**src/rtl/cp0_intc.sv**
```systemverilog
// CP0 interrupt/exception controller: synchronised HW lines with level or sticky-edge capture,
// Count/Compare timer on line N_HWINT, priority-encoded interrupt ID and EXL-protected EPC.
module cp0_intc #(
    parameter int          N_HWINT     = 6,
    parameter logic [6:0]  EDGE_MASK   = 7'b0000000,
    parameter int          SYNC_STAGES = 2,
    parameter logic [31:0] PRID        = 32'hbbaaccff
) (
    input  logic               clk,
    input  logic               rst,
    input  logic [N_HWINT-1:0] hwint,
    input  logic [29:0]        pc_next,
    input  logic               exl_set,
    input  logic               exl_clr,
    input  logic               cp0_wen,
    input  logic [4:0]         cp0_sel,
    input  logic [31:0]        cp0_din,
    output logic [31:0]        cp0_dout,
    output logic [29:0]        epc,
    output logic               int_req,
    output logic [2:0]         int_id
);
    localparam int                 L          = N_HWINT + 1;
    localparam logic [8:0]         IMPL_W     = (9'd1 << L) - 9'd1;
    localparam logic [7:0]         IMPL       = IMPL_W[7:0];
    localparam logic [N_HWINT-1:0] EDGE_LINES = EDGE_MASK[N_HWINT-1:0];

    logic [N_HWINT-1:0] s_s;
    logic [N_HWINT-1:0] prev_q, prev_d, pend_q, pend_d, w1c_s;
    logic [7:0]         im_q, im_d, ip_s, hit_s;
    logic               ie_q, ie_d, exl_q, exl_d, tpend_q, tpend_d;
    logic [29:0]        epc_q, epc_d;
    logic [4:0]         cid_q, cid_d;
    logic [31:0]        count_q, count_d, compare_q, compare_d;
    logic               wr_count_s, wr_compare_s, wr_sr_s, wr_cause_s, wr_epc_s;
    logic [2:0]         id_s;

    generate
        if (SYNC_STAGES == 0) begin : g_bypass
            assign s_s = hwint;
        end else begin : g_sync
            logic [N_HWINT-1:0] sync_q [SYNC_STAGES];
            logic [N_HWINT-1:0] sync_d [SYNC_STAGES];

            // Shift chain feeding each stage from the previous one.
            always_comb begin
                sync_d[0] = hwint;
                for (int k = 1; k < SYNC_STAGES; k++) begin
                    sync_d[k] = sync_q[k-1];
                end
            end

            // Synchroniser flops.
            always_ff @(posedge clk or negedge rst) begin
                if (!rst) begin
                    for (int k = 0; k < SYNC_STAGES; k++) begin
                        sync_q[k] <= '0;
                    end
                end else begin
                    for (int k = 0; k < SYNC_STAGES; k++) begin
                        sync_q[k] <= sync_d[k];
                    end
                end
            end
            assign s_s = sync_q[SYNC_STAGES-1];
        end
    endgenerate

    assign wr_count_s   = cp0_wen && (cp0_sel == 5'd9);
    assign wr_compare_s = cp0_wen && (cp0_sel == 5'd11);
    assign wr_sr_s      = cp0_wen && (cp0_sel == 5'd12);
    assign wr_cause_s   = cp0_wen && (cp0_sel == 5'd13);
    assign wr_epc_s     = cp0_wen && (cp0_sel == 5'd14);

    // Pending lines, enabled hits and the highest-index hit.
    always_comb begin
        ip_s = 8'd0;
        for (int i = 0; i < N_HWINT; i++) begin
            ip_s[i] = EDGE_LINES[i] ? pend_q[i] : s_s[i];
        end
        ip_s[N_HWINT] = tpend_q;
        hit_s = ip_s & im_q;
        id_s  = 3'd0;
        for (int i = 0; i < 8; i++) begin
            id_s = hit_s[i] ? 3'(i) : id_s;
        end
    end

    assign int_id  = id_s;
    assign int_req = (|hit_s) & ie_q & ~exl_q;
    assign epc     = epc_q;

    // Edge capture (set wins over W1C) and Count/Compare timer.
    always_comb begin
        w1c_s     = wr_cause_s ? cp0_din[8 +: N_HWINT] : '0;
        prev_d    = s_s;
        pend_d    = (pend_q & ~w1c_s) | (s_s & ~prev_q & EDGE_LINES);
        count_d   = wr_count_s ? cp0_din : count_q + 32'd1;
        compare_d = wr_compare_s ? cp0_din : compare_q;
        if (wr_compare_s) begin
            tpend_d = 1'b0;
        end else if (count_q == compare_q) begin
            tpend_d = 1'b1;
        end else begin
            tpend_d = tpend_q;
        end
    end

    // Status and exception state; a taken exception outranks eret, which outranks mtc0.
    always_comb begin
        im_d  = im_q;
        ie_d  = ie_q;
        exl_d = exl_q;
        epc_d = epc_q;
        cid_d = cid_q;
        if (wr_sr_s) begin
            im_d = cp0_din[15:8] & IMPL;
            ie_d = cp0_din[0];
        end else begin
            im_d = im_q;
        end
        if (exl_set) begin
            exl_d = 1'b1;
            if (!exl_q) begin
                epc_d = pc_next;
                cid_d = {2'b00, id_s};
            end else begin
                epc_d = epc_q;
            end
        end else if (exl_clr) begin
            exl_d = 1'b0;
        end else begin
            exl_d = wr_sr_s ? cp0_din[1] : exl_q;
            epc_d = wr_epc_s ? cp0_din[31:2] : epc_q;
        end
    end

    // State registers.
    always_ff @(posedge clk or negedge rst) begin
        if (!rst) begin
            prev_q    <= '0;
            pend_q    <= '0;
            im_q      <= 8'd0;
            ie_q      <= 1'b0;
            exl_q     <= 1'b0;
            tpend_q   <= 1'b0;
            epc_q     <= 30'd0;
            cid_q     <= 5'd0;
            count_q   <= 32'd0;
            compare_q <= 32'hFFFFFFFF;
        end else begin
            prev_q    <= prev_d;
            pend_q    <= pend_d;
            im_q      <= im_d;
            ie_q      <= ie_d;
            exl_q     <= exl_d;
            tpend_q   <= tpend_d;
            epc_q     <= epc_d;
            cid_q     <= cid_d;
            count_q   <= count_d;
            compare_q <= compare_d;
        end
    end

    // mfc0 read mux; reflects register state before any same-cycle write.
    always_comb begin
        case (cp0_sel)
            5'd9:    cp0_dout = count_q;
            5'd11:   cp0_dout = compare_q;
            5'd12:   cp0_dout = {16'd0, im_q, 6'd0, exl_q, ie_q};
            5'd13:   cp0_dout = {11'd0, cid_q, ip_s, 8'd0};
            5'd14:   cp0_dout = {epc_q, 2'b00};
            5'd15:   cp0_dout = PRID;
            default: cp0_dout = 32'd0;
        endcase
    end
endmodule

```
**config.mk**
```make
export PLATFORM = sky130hd
export DESIGN_NAME = cp0_intc
export DESIGN_NICKNAME = d
export VERILOG_FILES = /design/src/rtl/cp0_intc.sv
export SDC_FILE = /design/constraint.sdc
export NUM_CORES = 1
export LEC_CHECK = 0
export ABC_AREA = 1
export CAP_MARGIN = 20
export CORE_ASPECT_RATIO = 1.25
export CORE_MARGIN = 1
export CORE_UTILIZATION = 45
export CTS_BUF_LIST = sky130_fd_sc_hd__clkbuf_8
export CTS_CLUSTER_DIAMETER = 100
export CTS_CLUSTER_SIZE = 14
export DETAILED_ROUTE_END_ITERATION = 7
export PLACE_DENSITY_LB_ADDON = 0.3
export SETUP_SLACK_MARGIN = 0.05
export SLEW_MARGIN = 20
export SYNTH_ARGS = -nofsm -noshare
export SYNTH_HDL_FRONTEND = slang
export SYNTH_SLANG_ARGS = --single-unit
```
**constraint.sdc**
```tcl
create_clock -name clk -period 3.5 [get_ports clk]
set_input_delay 0.7 -clock clk [delete_from_list [all_inputs] [get_ports clk]]
set_output_delay 0.7 -clock clk [all_outputs]
set_load 0.03 [all_outputs]
```
== Yosys cells after proc, flatten, opt, wreduce, memory -nomap -nowiden ==
Index checks and enable logic that the tools add are counted.

* Register bits after elaboration: 119
* Bits in latches: 0
* Bits in writable memories: 0
* Memory bits (read-only): 0
* Output and inout bits: 66
* Word-level logic and storage cells: 52
* Memories kept: 0

* Add/subtract/negate cells: 1
* Multipliers: 0
* Div/mod/pow operators: 0
* Order comparisons: 0
* Eq/ne operators: 9
* Shift operators: 0
* Mux-type cells: 18
* Bitwise gates (word level): 4
* Reduce and logical (&&, ||, !) cells: 10

{| class="wikitable"
|+ Operator list
! cell !! number
|-
| one-hot mux 32 bit (6 select lines) || 1
|-
| two-way mux 30 bit || 4
|-
| adder 32 x 1 -> 32 bit (second input constant) || 1
|-
| equality test 32 bit || 1
|-
| two-way mux 32 bit || 1
|-
| equality test 5 x 4 -> 1 bit (second input constant) || 6
|-
| two-way mux 3 bit || 4
|-
| OR reduction 8 bit || 1
|-
| AND 7 bit || 1
|-
| two-way mux 1 bit || 6
|-
| logical AND 1 bit || 4
|-
| two-way mux 2 bit || 2
|-
| inequality test 2 bit (second input constant) || 2
|-
| nonzero test 2 bit || 2
|-
| AND reduction 3 bit || 1
|-
| nonzero test 3 bit || 1
|-
| AND 1 bit || 2
|-
| AND reduction 2 bit || 1
|-
| NOT 1 bit || 1
|}

== Longest topological paths before layout ==
* Depth in word-level cells: 8
* Depth in mapped cells: 11
* Mapped depth without buffers: 11

== Least setup slack after synthesis ==
OpenSTA, ideal clock, no wires.

* Path type: input to output
* Start point: input cp0_sel[3]
* End point: output cp0_dout[16]
* Arrival time: 1.757 ns
* Required time: 2.800 ns
* Setup slack: 1.043 ns
* Stages: 5
* Buffers on the path: 1
* Path through: inv_1 -> nor2_2 -> nand3_2 -> clkbuf_1 -> o221ai_1

* Longest elaborated chain between the ends: 2

{| class="wikitable"
|+ RTL lines
! what !! RTL line !! text
|-
| start: declaration || 16 || <nowiki>input logic [4:0] cp0_sel,</nowiki>
|-
| equality test 5 x 4 -> 1 bit || 167 || <nowiki>case (cp0_sel)</nowiki>
|-
| one-hot mux 32 bit (6 select lines) (*) || 167 ||
|-
| end: declaration || 18 || <nowiki>output logic [31:0] cp0_dout,</nowiki>
|}

Mark *: on every way between the ends. The rest lies on a longest branch, timed or not.

== Final worst setup path ==
* Start point: input cp0_sel[4]
* End point: output cp0_dout[5]

The elaborated chain is that of the path after synthesis.

==> summary.txt <==
Worst clock skew - 9.69 ps
Fin crit share - 91.3%
Core Footprint - 14600 um^2
Per-cell routed wire length - 18.1 um
PwrDens - 535 nW/um^2
First-pass GRT wire length - 35100 um
CTS sink cnt - 119
CTS tree - yes
Hold Crit Class - input pin to asynchronous set/reset pin
Initial Utilization - 46.7%
Final hold violation count - 0
Top FF cell, synth - dfrtp_1
Setup CP Type - input pin to output pin
Register-to-register setup slack - 1590 ps
Failing checks - design-rule violations
Initial antenna violation count - 0
Drt first pass iters - 7
Worst EP arrival - 2500 ps
Endpoint class of the critical path - output pin
Clock slew at reported path FFs - 70 ps
Layout cells sized above 1 - 13.5%
RR Endpoint - count_q[28]
NumNets Final - 1120
Fmax - 313 MHz
Mean Syn Cell Area - 7.60 um^2
Req. time, crit path - 2800 ps
GRT overflow - 0
Die Area - 15600 um^2
Total wire length - 22300 um
Final setup viols - 0
Worst vdd ir - 264 uV
Max-cap violations - 0
Worst-skew pair later-pin latency - 460 ps
Via count - 6689
Die Ht - 140 um
Cell area after synthesis - 6810 um^2
DP Area - 8540 um^2
R2R depth - 10
Status - finished, violations left
CTS Hold Bufs - 0
Number of synthesized flops with an enable pin - 0
Diode count - 0
Gate Count Post-Synth - 896
CTS max path bufs - 2
Fin util - 61.0%
CTS Root Cell - clkbuf_8
Hpwl dp - 16500 um
Seq cells post-synth - 119
Die W - 112 um
Initial DRC count - 494
Routability-driven placement congestion ratio - 0.937
I/O Buffers - 143
ANT nets after route - 0
Htree depth - 4
Library cells used by synthesis - 38
Io pins - 144
Synth-to-Final Area Change - 30.6%
LEAKAGE - 4.04 nW
Worst-path fanout max - 15
R2r startpoint - count_q[1]
Via density - 5.44
Number of global-route vias before repair - 6654
Async SR Flop Fraction - 100%
Setup Fix Bufs, Post-CTS - 0
Setup TNS - 0 ps
Syn nets - 975
Sequential fraction of the synthesis area - 44.3%
Syn. warnings - 0
Cells resized by post-CTS repair - 0
Cts bufs inserted - 17
DRC Markers - 9
Startpoint Class - input pin
Minimum clock period after layout - 3200 ps
GRT Util Overall - 29.8%
Finished Cell Area - 8890 um^2
Worst Max-Slew Pin Slew - 692 ps
# fillers - 1329
Largest net degree at the start of global routing - 66
Row count - 49
Max-slew headroom - 53.8%
Slew Limit Fails - 0
Unrepaired setup endpoints after global routing - no
cells in the mapped netlist, drive strengths merged (3+ instances only):
master / instances / area share [%]
xor2: 10 / 1.3
o2111ai: 4 / 0.51
nor2: 82 / 5.8
clkbuf: 9 / 0.51
a22oi: 8 / 0.88
nand2: 297 / 17
nand4: 3 / 0.28
dfstp: 32 / 12
o22ai: 5 / 0.55
dfrtp: 87 / 32
o21ai: 79 / 5.8
a21oi: 26 / 1.9
inv: 108 / 6.0
nand3: 24 / 2.4
xnor2: 27 / 3.5
a31oi: 23 / 2.1
nor3: 9 / 0.81
o221ai: 13 / 1.7
buf: 25 / 2.1
o211ai: 22 / 2.4
flip-flops by register name (all words and copies together), names as in the netlist:
register,count
prev_d,6
exl_q,1
ie_q,1
epc,30
im_q,7
count_q,32
g_sync.sync_d,6
compare_q,32
cid_q,3
tpend_q,1
power breakdown:
part / total, mW / switching, mW / internal, mW
registers: 2.08 / 0.356 / 1.73
logic: 1.50 / 0.868 / 0.631
clock network: 1.18 / 0.540 / 0.640
total: 4.76 / 1.76 / 3.00
cell families after synthesis:
group,share of synthesized area (%)
AOI/OAI and AO/OA,16.0
and+or+nand+nor,26.2
xor gates and xnor gates,4.76
DFF,44.3
buffers and inverters,8.60
adders and majority gates,0.184
layout make-up:
class / instances / area (um^2) / area share [%]
multi-input cells: 635 / 3220 / 36.2
flip-flops and latches: 119 / 3020 / 33.9
repair buffers: 160 / 1680 / 18.9
inverters: 108 / 405 / 4.56
clock buffers: 19 / 262 / 2.94
well taps: 178 / 223 / 2.50
clock inverters: 10 / 93.8 / 1.06
worst max-delay path: stages:
cell,delay [ps]
clkdlybuf4s50_1,560
nor2_4,70
nand2_1,90
inv_1,50
buf_4,210
a21oi_1,310
o221ai_1,280
buf_12,210
per-layer routing:
layer  vias up  wire [um]  track usage, %
met5         -          0               0
met2       265      11200            52.1
met3        65       1210            5.66
met4         0       1030            16.4
met1      3173       8840            34.1
li1       3186          -               -
cell usage in the layout, fill, tap and decap left out, types with 2 or more instances in the layout:
cell type	count
a21oi_1	26
a22oi_1	8
a31oi_1	23
buf_12	16
buf_4	34
bufinv_16	2
clkbuf_8	19
clkdlybuf4s50_1	110
clkinv_2	3
dfrtp_1	87
dfstp_2	32
inv_1	107
inv_2	6
nand2_1	290
nand2_2	5
nand2_4	2
nand3_1	18
nand3_2	4
nand3_4	2
nand4_1	3
nor2_1	69
nor2_2	4
nor2_4	8
nor3_1	7
nor3_2	2
o2111ai_1	4
o211ai_1	22
o21ai_0	57
o21ai_1	22
o221ai_1	13
o22ai_1	4
xnor2_1	27
xor2_1	10
worst max path at each step:
| stage | from | to | slack (ps) | depth (start not counted) |
|---|---|---|---|---|
| finish | cp0_sel[4] | cp0_dout[5] | 300 | 8 |
| global route | cp0_sel[0] | cp0_dout[8] | 210 | 10 |
| CTS | cp0_sel[4] | cp0_dout[6] | 330 | 8 |
| detailed placement | cp0_sel[4] | cp0_dout[6] | 330 | 8 |
| global placement | cp0_sel[4] | cp0_dout[6] | 310 | 8 |
| floorplan | cp0_sel[3] | cp0_dout[16] | 1040 | 5 |
metrics by stage:
step                      power (mW)  hold slack [ps]  instances  setup WS, ps
after detailed placement        3.59              335       1200           331
after floorplan                 2.96              331        896          1040
after global placement          3.56              332       1200           313
after CTS                       4.77              273       1229           330
final                           4.76              251       1229           305
after global routing            5.02              291       1229           205
(Power assumes the default switching activity.)
